**config.mk**
```make
export PLATFORM = sky130hd
export DESIGN_NAME = aq_axis_reduce_ctrl_flat
export DESIGN_NICKNAME = d
export VERILOG_FILES = /design/src/rtl/aq_axis_reduce_ctrl_if.sv /design/src/rtl/aq_axis_reduce_ctrl.sv /design/src/flat_wrapper.sv
export SDC_FILE = /design/constraint.sdc
export NUM_CORES = 1
export LEC_CHECK = 0
export BUFFER_PORTS_ARGS = -buffer_cell sky130_fd_sc_hd__buf_2
export CAP_MARGIN = 20
export CORE_MARGIN = 2
export CORE_UTILIZATION = 47
export CTS_CLUSTER_DIAMETER = 30
export DETAILED_ROUTE_END_ITERATION = 8
export PLACE_DENSITY = 0.83
export SYNTH_ARGS = -nofsm -noshare
export SYNTH_HDL_FRONTEND = slang
export SYNTH_SLANG_ARGS = --single-unit
```
**constraint.sdc**
```tcl
create_clock -name ACLK -period 2.2 [get_ports ACLK]
set_input_delay 0 -clock ACLK [delete_from_list [all_inputs] [get_ports ACLK]]
set_output_delay 0 -clock ACLK [all_outputs]
set_load 0.02 [all_outputs]
```
**src/rtl/aq_axis_reduce_ctrl_if.sv**
```systemverilog
// AXI4-Lite write-only channel bundle between the reduce job controller
// and the aq_axis_reduce core register port.
interface aq_axis_reduce_ctrl_if;
   logic [31:0] awaddr;
   logic [3:0]  awcache;
   logic [2:0]  awprot;
   logic        awvalid;
   logic        awready;
   logic [31:0] wdata;
   logic [3:0]  wstrb;
   logic        wvalid;
   logic        wready;
   logic        bvalid;
   logic        bready;
   logic [1:0]  bresp;

   modport master (
      output awaddr, awcache, awprot, awvalid,
      output wdata, wstrb, wvalid, bready,
      input  awready, wready, bvalid, bresp
   );

   modport slave (
      input  awaddr, awcache, awprot, awvalid,
      input  wdata, wstrb, wvalid, bready,
      output awready, wready, bvalid, bresp
   );
endinterface

```
**src/rtl/aq_axis_reduce_ctrl.sv**
```systemverilog
// Job controller for aq_axis_reduce: programs ORG/CNV sizes, then runs frames.
// Optional AQ_REDUCE_CTRL_RECFG_EN rewrites both size registers between frames.
module aq_axis_reduce_ctrl #(
   parameter logic [23:0] TIMEOUT = 24'd1_000_000
) (
   input  logic        ACLK,
   input  logic        ARESET,
   input  logic        START,
   input  logic        STOP,
   input  logic [15:0] ORG_X,
   input  logic [15:0] ORG_Y,
   input  logic [15:0] CNV_X,
   input  logic [15:0] CNV_Y,
   input  logic [15:0] FRAMES,
   aq_axis_reduce_ctrl_if.master m_axi,
   output logic        FSYNC_IN,
   input  logic        FSYNC_OUT,
   output logic        BUSY,
   output logic        DONE,
   output logic        ERR,
   output logic [15:0] FRAME_CNT
);

   localparam logic [31:0] REG_ORG = 32'h0000_0000;
   localparam logic [31:0] REG_CNV = 32'h0000_0004;

   typedef enum logic [2:0] {
      IDLE, WR_REQ, WR_RESP, FSYNC, WAIT_FS, FIN
   } state_t;

   state_t      state_q, state_d;
   logic        awv_q, awv_d, wv_q, wv_d;
   logic        bready_q, bready_d;
   logic        fsync_q, fsync_d;
   logic        done_q, done_d;
   logic        err_q, err_d;
   logic        busy_q;
   logic        stop_q, stop_d;
   logic        sel_q, sel_d;
   logic        fs_q1, fs_q2;
   logic [31:0] addr_q, addr_d, data_q, data_d;
   logic [31:0] org_q, org_d, cnv_q, cnv_d;
   logic [15:0] frames_q, frames_d, cnt_q, cnt_d;
   logic [23:0] wd_q, wd_d;
   logic        fs_edge, stop_now;

   assign fs_edge  = fs_q1 & ~fs_q2;
   assign stop_now = stop_q | STOP;

   always_comb begin
      state_d  = state_q;
      awv_d    = awv_q;
      wv_d     = wv_q;
      bready_d = 1'b0;
      fsync_d  = 1'b0;
      done_d   = 1'b0;
      err_d    = err_q;
      sel_d    = sel_q;
      addr_d   = addr_q;
      data_d   = data_q;
      org_d    = org_q;
      cnv_d    = cnv_q;
      frames_d = frames_q;
      cnt_d    = cnt_q;
      wd_d     = '0;
      stop_d   = 1'b0;
      unique case (state_q)
         IDLE: begin
            if (START) begin
               org_d    = {ORG_Y, ORG_X};
               cnv_d    = {CNV_Y, CNV_X};
               frames_d = FRAMES;
               err_d    = 1'b0;
               cnt_d    = '0;
               sel_d    = 1'b0;
               addr_d   = REG_ORG;
               data_d   = {ORG_Y, ORG_X};
               awv_d    = 1'b1;
               wv_d     = 1'b1;
               state_d  = WR_REQ;
            end
         end
         WR_REQ: begin
            awv_d = awv_q & ~m_axi.awready;
            wv_d  = wv_q & ~m_axi.wready;
            if (!awv_d && !wv_d) begin
               bready_d = 1'b1;
               state_d  = WR_RESP;
            end
         end
         WR_RESP: begin
            bready_d = 1'b1;
            if (m_axi.bvalid) begin
               bready_d = 1'b0;
               if (m_axi.bresp != 2'b00) begin
                  err_d   = 1'b1;
                  done_d  = 1'b1;
                  state_d = FIN;
               end else if (!sel_q) begin
                  sel_d   = 1'b1;
                  addr_d  = REG_CNV;
                  data_d  = cnv_q;
                  awv_d   = 1'b1;
                  wv_d    = 1'b1;
                  state_d = WR_REQ;
               end else if (stop_now) begin
                  done_d  = 1'b1;
                  state_d = FIN;
               end else begin
                  fsync_d = 1'b1;
                  state_d = FSYNC;
               end
            end
         end
         // The stop check is made on the way in, so FSYNC_IN is already out.
         FSYNC: state_d = WAIT_FS;
         WAIT_FS: begin
            wd_d = wd_q + 24'd1;
            if (fs_edge) begin
               cnt_d = cnt_q + 16'd1;
               if ((frames_q != 16'd0 && cnt_d == frames_q) || stop_now) begin
                  done_d  = 1'b1;
                  state_d = FIN;
               end else begin
`ifdef AQ_REDUCE_CTRL_RECFG_EN
                  org_d   = {ORG_Y, ORG_X};
                  cnv_d   = {CNV_Y, CNV_X};
                  sel_d   = 1'b0;
                  addr_d  = REG_ORG;
                  data_d  = {ORG_Y, ORG_X};
                  awv_d   = 1'b1;
                  wv_d    = 1'b1;
                  state_d = WR_REQ;
`else
                  fsync_d = 1'b1;
                  state_d = FSYNC;
`endif
               end
            end else if (wd_q == TIMEOUT - 24'd1) begin
               err_d   = 1'b1;
               done_d  = 1'b1;
               state_d = FIN;
            end
         end
         FIN: state_d = IDLE;
         default: state_d = IDLE;
      endcase
      if (state_q != IDLE && state_d != IDLE)
         stop_d = stop_now;
   end

   always_ff @(posedge ACLK) begin
      if (ARESET) begin
         state_q  <= IDLE;
         awv_q    <= 1'b0;
         wv_q     <= 1'b0;
         bready_q <= 1'b0;
         fsync_q  <= 1'b0;
         done_q   <= 1'b0;
         err_q    <= 1'b0;
         busy_q   <= 1'b0;
         stop_q   <= 1'b0;
         sel_q    <= 1'b0;
         fs_q1    <= 1'b0;
         fs_q2    <= 1'b0;
         addr_q   <= '0;
         data_q   <= '0;
         org_q    <= '0;
         cnv_q    <= '0;
         frames_q <= '0;
         cnt_q    <= '0;
         wd_q     <= '0;
      end else begin
         state_q  <= state_d;
         awv_q    <= awv_d;
         wv_q     <= wv_d;
         bready_q <= bready_d;
         fsync_q  <= fsync_d;
         done_q   <= done_d;
         err_q    <= err_d;
         busy_q   <= (state_d != IDLE);
         stop_q   <= stop_d;
         sel_q    <= sel_d;
         fs_q1    <= FSYNC_OUT;
         fs_q2    <= fs_q1;
         addr_q   <= addr_d;
         data_q   <= data_d;
         org_q    <= org_d;
         cnv_q    <= cnv_d;
         frames_q <= frames_d;
         cnt_q    <= cnt_d;
         wd_q     <= wd_d;
      end
   end

   assign m_axi.awaddr  = addr_q;
   assign m_axi.awcache = 4'b0011;
   assign m_axi.awprot  = 3'b000;
   assign m_axi.awvalid = awv_q;
   assign m_axi.wdata   = data_q;
   assign m_axi.wstrb   = 4'hF;
   assign m_axi.wvalid  = wv_q;
   assign m_axi.bready  = bready_q;

   assign FSYNC_IN  = fsync_q;
   assign BUSY      = busy_q;
   assign DONE      = done_q;
   assign ERR       = err_q;
   assign FRAME_CNT = cnt_q;

endmodule
```
**src/flat_wrapper.sv**
```systemverilog
// flat-port wrapper written by rule: the top's interface ports become plain ports
module aq_axis_reduce_ctrl_flat 
#(
   parameter logic [23:0] TIMEOUT = 24'd1_000_000
)
  (ACLK, ARESET, START, STOP, ORG_X, ORG_Y, CNV_X, CNV_Y, FRAMES, FSYNC_IN, FSYNC_OUT, BUSY, DONE, ERR, FRAME_CNT, m_axi_awaddr, m_axi_awcache, m_axi_awprot, m_axi_awvalid, m_axi_wdata, m_axi_wstrb, m_axi_wvalid, m_axi_bready, m_axi_awready, m_axi_wready, m_axi_bvalid, m_axi_bresp);
  aq_axis_reduce_ctrl_if m_axi_i ();
  input  logic ACLK;
  input  logic ARESET;
  input  logic START;
  input  logic STOP;
  input  logic [15:0] ORG_X;
  input  logic [15:0] ORG_Y;
  input  logic [15:0] CNV_X;
  input  logic [15:0] CNV_Y;
  input  logic [15:0] FRAMES;
  output logic FSYNC_IN;
  input  logic FSYNC_OUT;
  output logic BUSY;
  output logic DONE;
  output logic ERR;
  output logic [15:0] FRAME_CNT;
  output wire logic [$bits(m_axi_i.awaddr)-1:0] m_axi_awaddr;
  output wire logic [$bits(m_axi_i.awcache)-1:0] m_axi_awcache;
  output wire logic [$bits(m_axi_i.awprot)-1:0] m_axi_awprot;
  output wire logic [$bits(m_axi_i.awvalid)-1:0] m_axi_awvalid;
  output wire logic [$bits(m_axi_i.wdata)-1:0] m_axi_wdata;
  output wire logic [$bits(m_axi_i.wstrb)-1:0] m_axi_wstrb;
  output wire logic [$bits(m_axi_i.wvalid)-1:0] m_axi_wvalid;
  output wire logic [$bits(m_axi_i.bready)-1:0] m_axi_bready;
  input wire logic [$bits(m_axi_i.awready)-1:0] m_axi_awready;
  input wire logic [$bits(m_axi_i.wready)-1:0] m_axi_wready;
  input wire logic [$bits(m_axi_i.bvalid)-1:0] m_axi_bvalid;
  input wire logic [$bits(m_axi_i.bresp)-1:0] m_axi_bresp;
  assign m_axi_awaddr = m_axi_i.awaddr;
  assign m_axi_awcache = m_axi_i.awcache;
  assign m_axi_awprot = m_axi_i.awprot;
  assign m_axi_awvalid = m_axi_i.awvalid;
  assign m_axi_wdata = m_axi_i.wdata;
  assign m_axi_wstrb = m_axi_i.wstrb;
  assign m_axi_wvalid = m_axi_i.wvalid;
  assign m_axi_bready = m_axi_i.bready;
  assign m_axi_i.awready = m_axi_awready;
  assign m_axi_i.wready = m_axi_wready;
  assign m_axi_i.bvalid = m_axi_bvalid;
  assign m_axi_i.bresp = m_axi_bresp;
  aq_axis_reduce_ctrl #(.TIMEOUT(TIMEOUT)) u_core (.ACLK(ACLK), .ARESET(ARESET), .START(START), .STOP(STOP), .ORG_X(ORG_X), .ORG_Y(ORG_Y), .CNV_X(CNV_X), .CNV_Y(CNV_Y), .FRAMES(FRAMES), .m_axi(m_axi_i), .FSYNC_IN(FSYNC_IN), .FSYNC_OUT(FSYNC_OUT), .BUSY(BUSY), .DONE(DONE), .ERR(ERR), .FRAME_CNT(FRAME_CNT));
endmodule
```
==> impl_results.md <==
* PnR worst setup slack at 162 ps
* Final Non-Filler Cells at 1202
* Routed WL per cell at 16.8 um
* Worst Path Arrival at 2380 ps
* Top FF cell, synth: dfxtp_1
* Setup total negative slack at 0 ps
* Clk_skew at 10.4 ps
* Worst r2r src: u_core.wd_q[7]
* Power per Cell Area at 823 nW/um^2
* Critical Path RT at 2540 ps
* Post-route ant nets at 0
* Nets at 1106
* Hold Path Origin: m_axi_bresp[1]
* Least-Margin Pin Slew at 534 ps
* Crit-path slowest cell: or4_1
* Clock buffer depth at 2
* Global placement routability congestion at 0.924
* Overflow after GRT at 0
* Dpl ws at 133 ps
* Fmax achieved at 491 MHz
* WHS Path Cells at 4
* Die W at 122 um
* Share of layout cells above drive strength 1 at 21.2%
* N_diodes at 0
* Seq cells post-synth at 135
* Die extent in y at 122 um
* Final Instance Area at 8760 um^2
* GRT Overall Usage at 27.2%
* Core area at 13300 um^2
* Vias in the first global route at 6373
* Max-Cap Viols at 0
* Total Wirelength at 20200 um
* Netlist cell types at 59
* Commonest non-fill, non-tap cells in the layout: 144 x buf_2, 133 x dfxtp_1, 124 x nand2_1
* Sink Count at 135
* Peak fanout along the critical path at 4
* Placed cell areas at 7250 um^2
* Register area share after synthesis at 41.6%
* Multi-input logic area at 3380 um^2
* Fillers at 1021
* Avg Vias per Cell at 5.47
* RSZ-0062 raised after global routing: no
* Depth of the CTS H-tree at 4
* LEAKAGE at 0.00364 uW
* First-pass GRT wire length at 31500 um
* Max_slew headroom at 64.4%
* Setup crit end kind: flip-flop
* CTS clk-pin slew, worst paths at 60 ps
* Number of flops mapped to enable cells by yosys at 0
* CTS tree: yes
* Hold-critical path endpoint: u_core.sel_q
* Worst-skew pair later-pin latency at 420 ps
* Die area at 14800 um^2
* Total CTS buffers at 17
* Number of port buffers at 145
* Cells after synthesis at 800
* Pre-antenna DRT Iters at 5
* Internal reg-to-reg setup slack at 160 ps
* Worst path cell trace: or4_1 -> or4_4 -> o31ai_2 -> a22o_2 -> or3_2 -> nor3b_2
* Largest net degree at the start of global routing at 80
* Clock period minus worst slack at 2040 ps
* Reg2reg end: u_core.stop_q
* Via count at 6575
* Grt met1 use at 32.8%
* Global Route met2 Usage at 44.6%
* Final HPWL DP at 11500 um
* Clock Tree Root: clkbuf_16
* Tcrit/Tclk final at 92.6%
* Synth Warn # at 0
* Row count at 42
* Final hold viol count at 0
* Slew Viols, Final at 0
* Initial drt markers at 430
* # DRC at 0
* Area Overhead vs Synth at 34.8%
* CP startpoint kind: flip-flop
* Worst Reg-to-Reg Cells at 6
* Most used routing layer: met2
* Avg Cell Area, Syn at 8.12 um^2
* Synth async-reset ratio at 0%
* Commonest non-fill, non-tap cell in the layout: buf_2
* Critical setup path kind: flip-flop to flip-flop
* Met3 Use GR at 6.18%
* Initial core utilization at 48.7%
* Register area at 2710 um^2
* Final setup vio count at 0
* Antenna violations before repair at 0
* IO Count at 188
* Maximum VDD drop at 0.601 mV
* Netlist Area Pre-Place at 6500 um^2
* Status: finished clean
* Cells after DPL at 1085
* Max incr delay on CP at 520 ps
* Hold Crit Class: primary input to flip-flop
-- routing by layer --
layer / vias up / wire (um)
met5: - / 0
met4: 0 / 904
met3: 80 / 1440
met2: 337 / 9730
met1: 3043 / 8110
li1: 3115 / -
-- power by group --
group | internal, uW | leakage, uW | switching (uW)
clock network | 1980 | 0.000305 | 1110
logic | 516 | 0.00223 | 808
registers | 2640 | 0.00111 | 148
-- synthesized netlist by cell type, types with 2 or more instances --
library cell,instances,area [um^2]
buf_4,42,315
and4_1,9,78.8
nand2_1,124,465
mux2i_1,33,330
nand2b_1,5,31.3
xnor2_1,18,158
buf_2,16,80.1
and2_1,8,50.1
a211oi_1,34,255
clkbuf_1,37,139
or3_1,6,37.5
nand3b_1,3,22.5
and3_1,7,43.8
o21ai_1,4,20.0
a311oi_1,4,35.0
a41oi_1,2,17.5
nor3b_1,3,22.5
a2111oi_2,2,30.0
a21oi_1,70,350
o21ai_0,19,95.1
nand3_1,11,55.1
nor2_1,92,345
dfxtp_1,135,2700
nor2b_1,3,18.8
o31ai_1,2,15.0
inv_1,10,37.5
nor3_1,11,55.1
nand4_1,15,93.8
a31oi_1,4,25.0
o21bai_1,2,15.0
xor2_1,20,175
nor4_1,10,62.6
ha_1,2,25.0
a22oi_1,7,52.6
buf_1,4,15.0
o211ai_1,2,15.0
conb_1,2,7.51
-- layout make-up --
cell class | instances | area share, %
multi-input cells | 596 | 38.5
flip-flops and latches | 135 | 30.9
repair buffers | 254 | 20.4
clock buffers | 20 | 5.33
well taps | 176 | 2.51
clock inverters | 11 | 1.94
inverters | 10 | 0.429
-- state kept, by name, indices dropped and copies added, names as in the netlist, 3 cells and up --
name	count
u_core.m_axi.wdata	32
u_core.wd_q	24
u_core.frames_q	16
u_core.cnv_q	32
u_core.state_q	3
u_core.FRAME_CNT	16
-- stage by stage --
step,total power [uW],hold WS (ps),util (%)
detailed placement,3970,245,54.3
CTS,7130,22.0,65.5
global placement,3940,225,54.3
floorplan,3660,128,-
global route,7440,38.3,65.6
finish,7210,44.2,65.6
-- kinds of logic after synthesis --
logic type	synth area share (%)
compound gates	15.8
xor+xnor	5.12
fa+ha+maj	0.385
buf+inv	9.03
flops	41.6
mux	5.08
other cells	0.116
simple gates	22.9
-- worst max path at each step --
stage	start	to	slack (ps)	depth (start not counted)
global route	u_core.state_q[2]	u_core.FRAME_CNT[12]	20	6
global placement	u_core.FRAME_CNT[1]	u_core.FSYNC_IN	160	7
detailed placement	u_core.FRAME_CNT[1]	u_core.FSYNC_IN	130	7
finish	u_core.wd_q[7]	u_core.stop_q	160	6
floorplan	u_core.FRAME_CNT[0]	u_core.FSYNC_IN	50	9
CTS	u_core.FRAME_CNT[1]	u_core.FSYNC_IN	120	7
-- critical path, delay by kind of cell, from the launching register on --
kind / cells / cell delay [ps]
simple gates: 4 / 1210
compound gates: 2 / 410
flops: 1 / 340
-- what timing repair did --
action                                 4_1_cts  5_1_grt
setup endpoints to repair                    0        3
buffers inserted                             0        1
hold buffers                                85        0
endpoints found under the hold margin       86        0
gates resized for setup                      0        2
(Power assumes the default switching activity.)
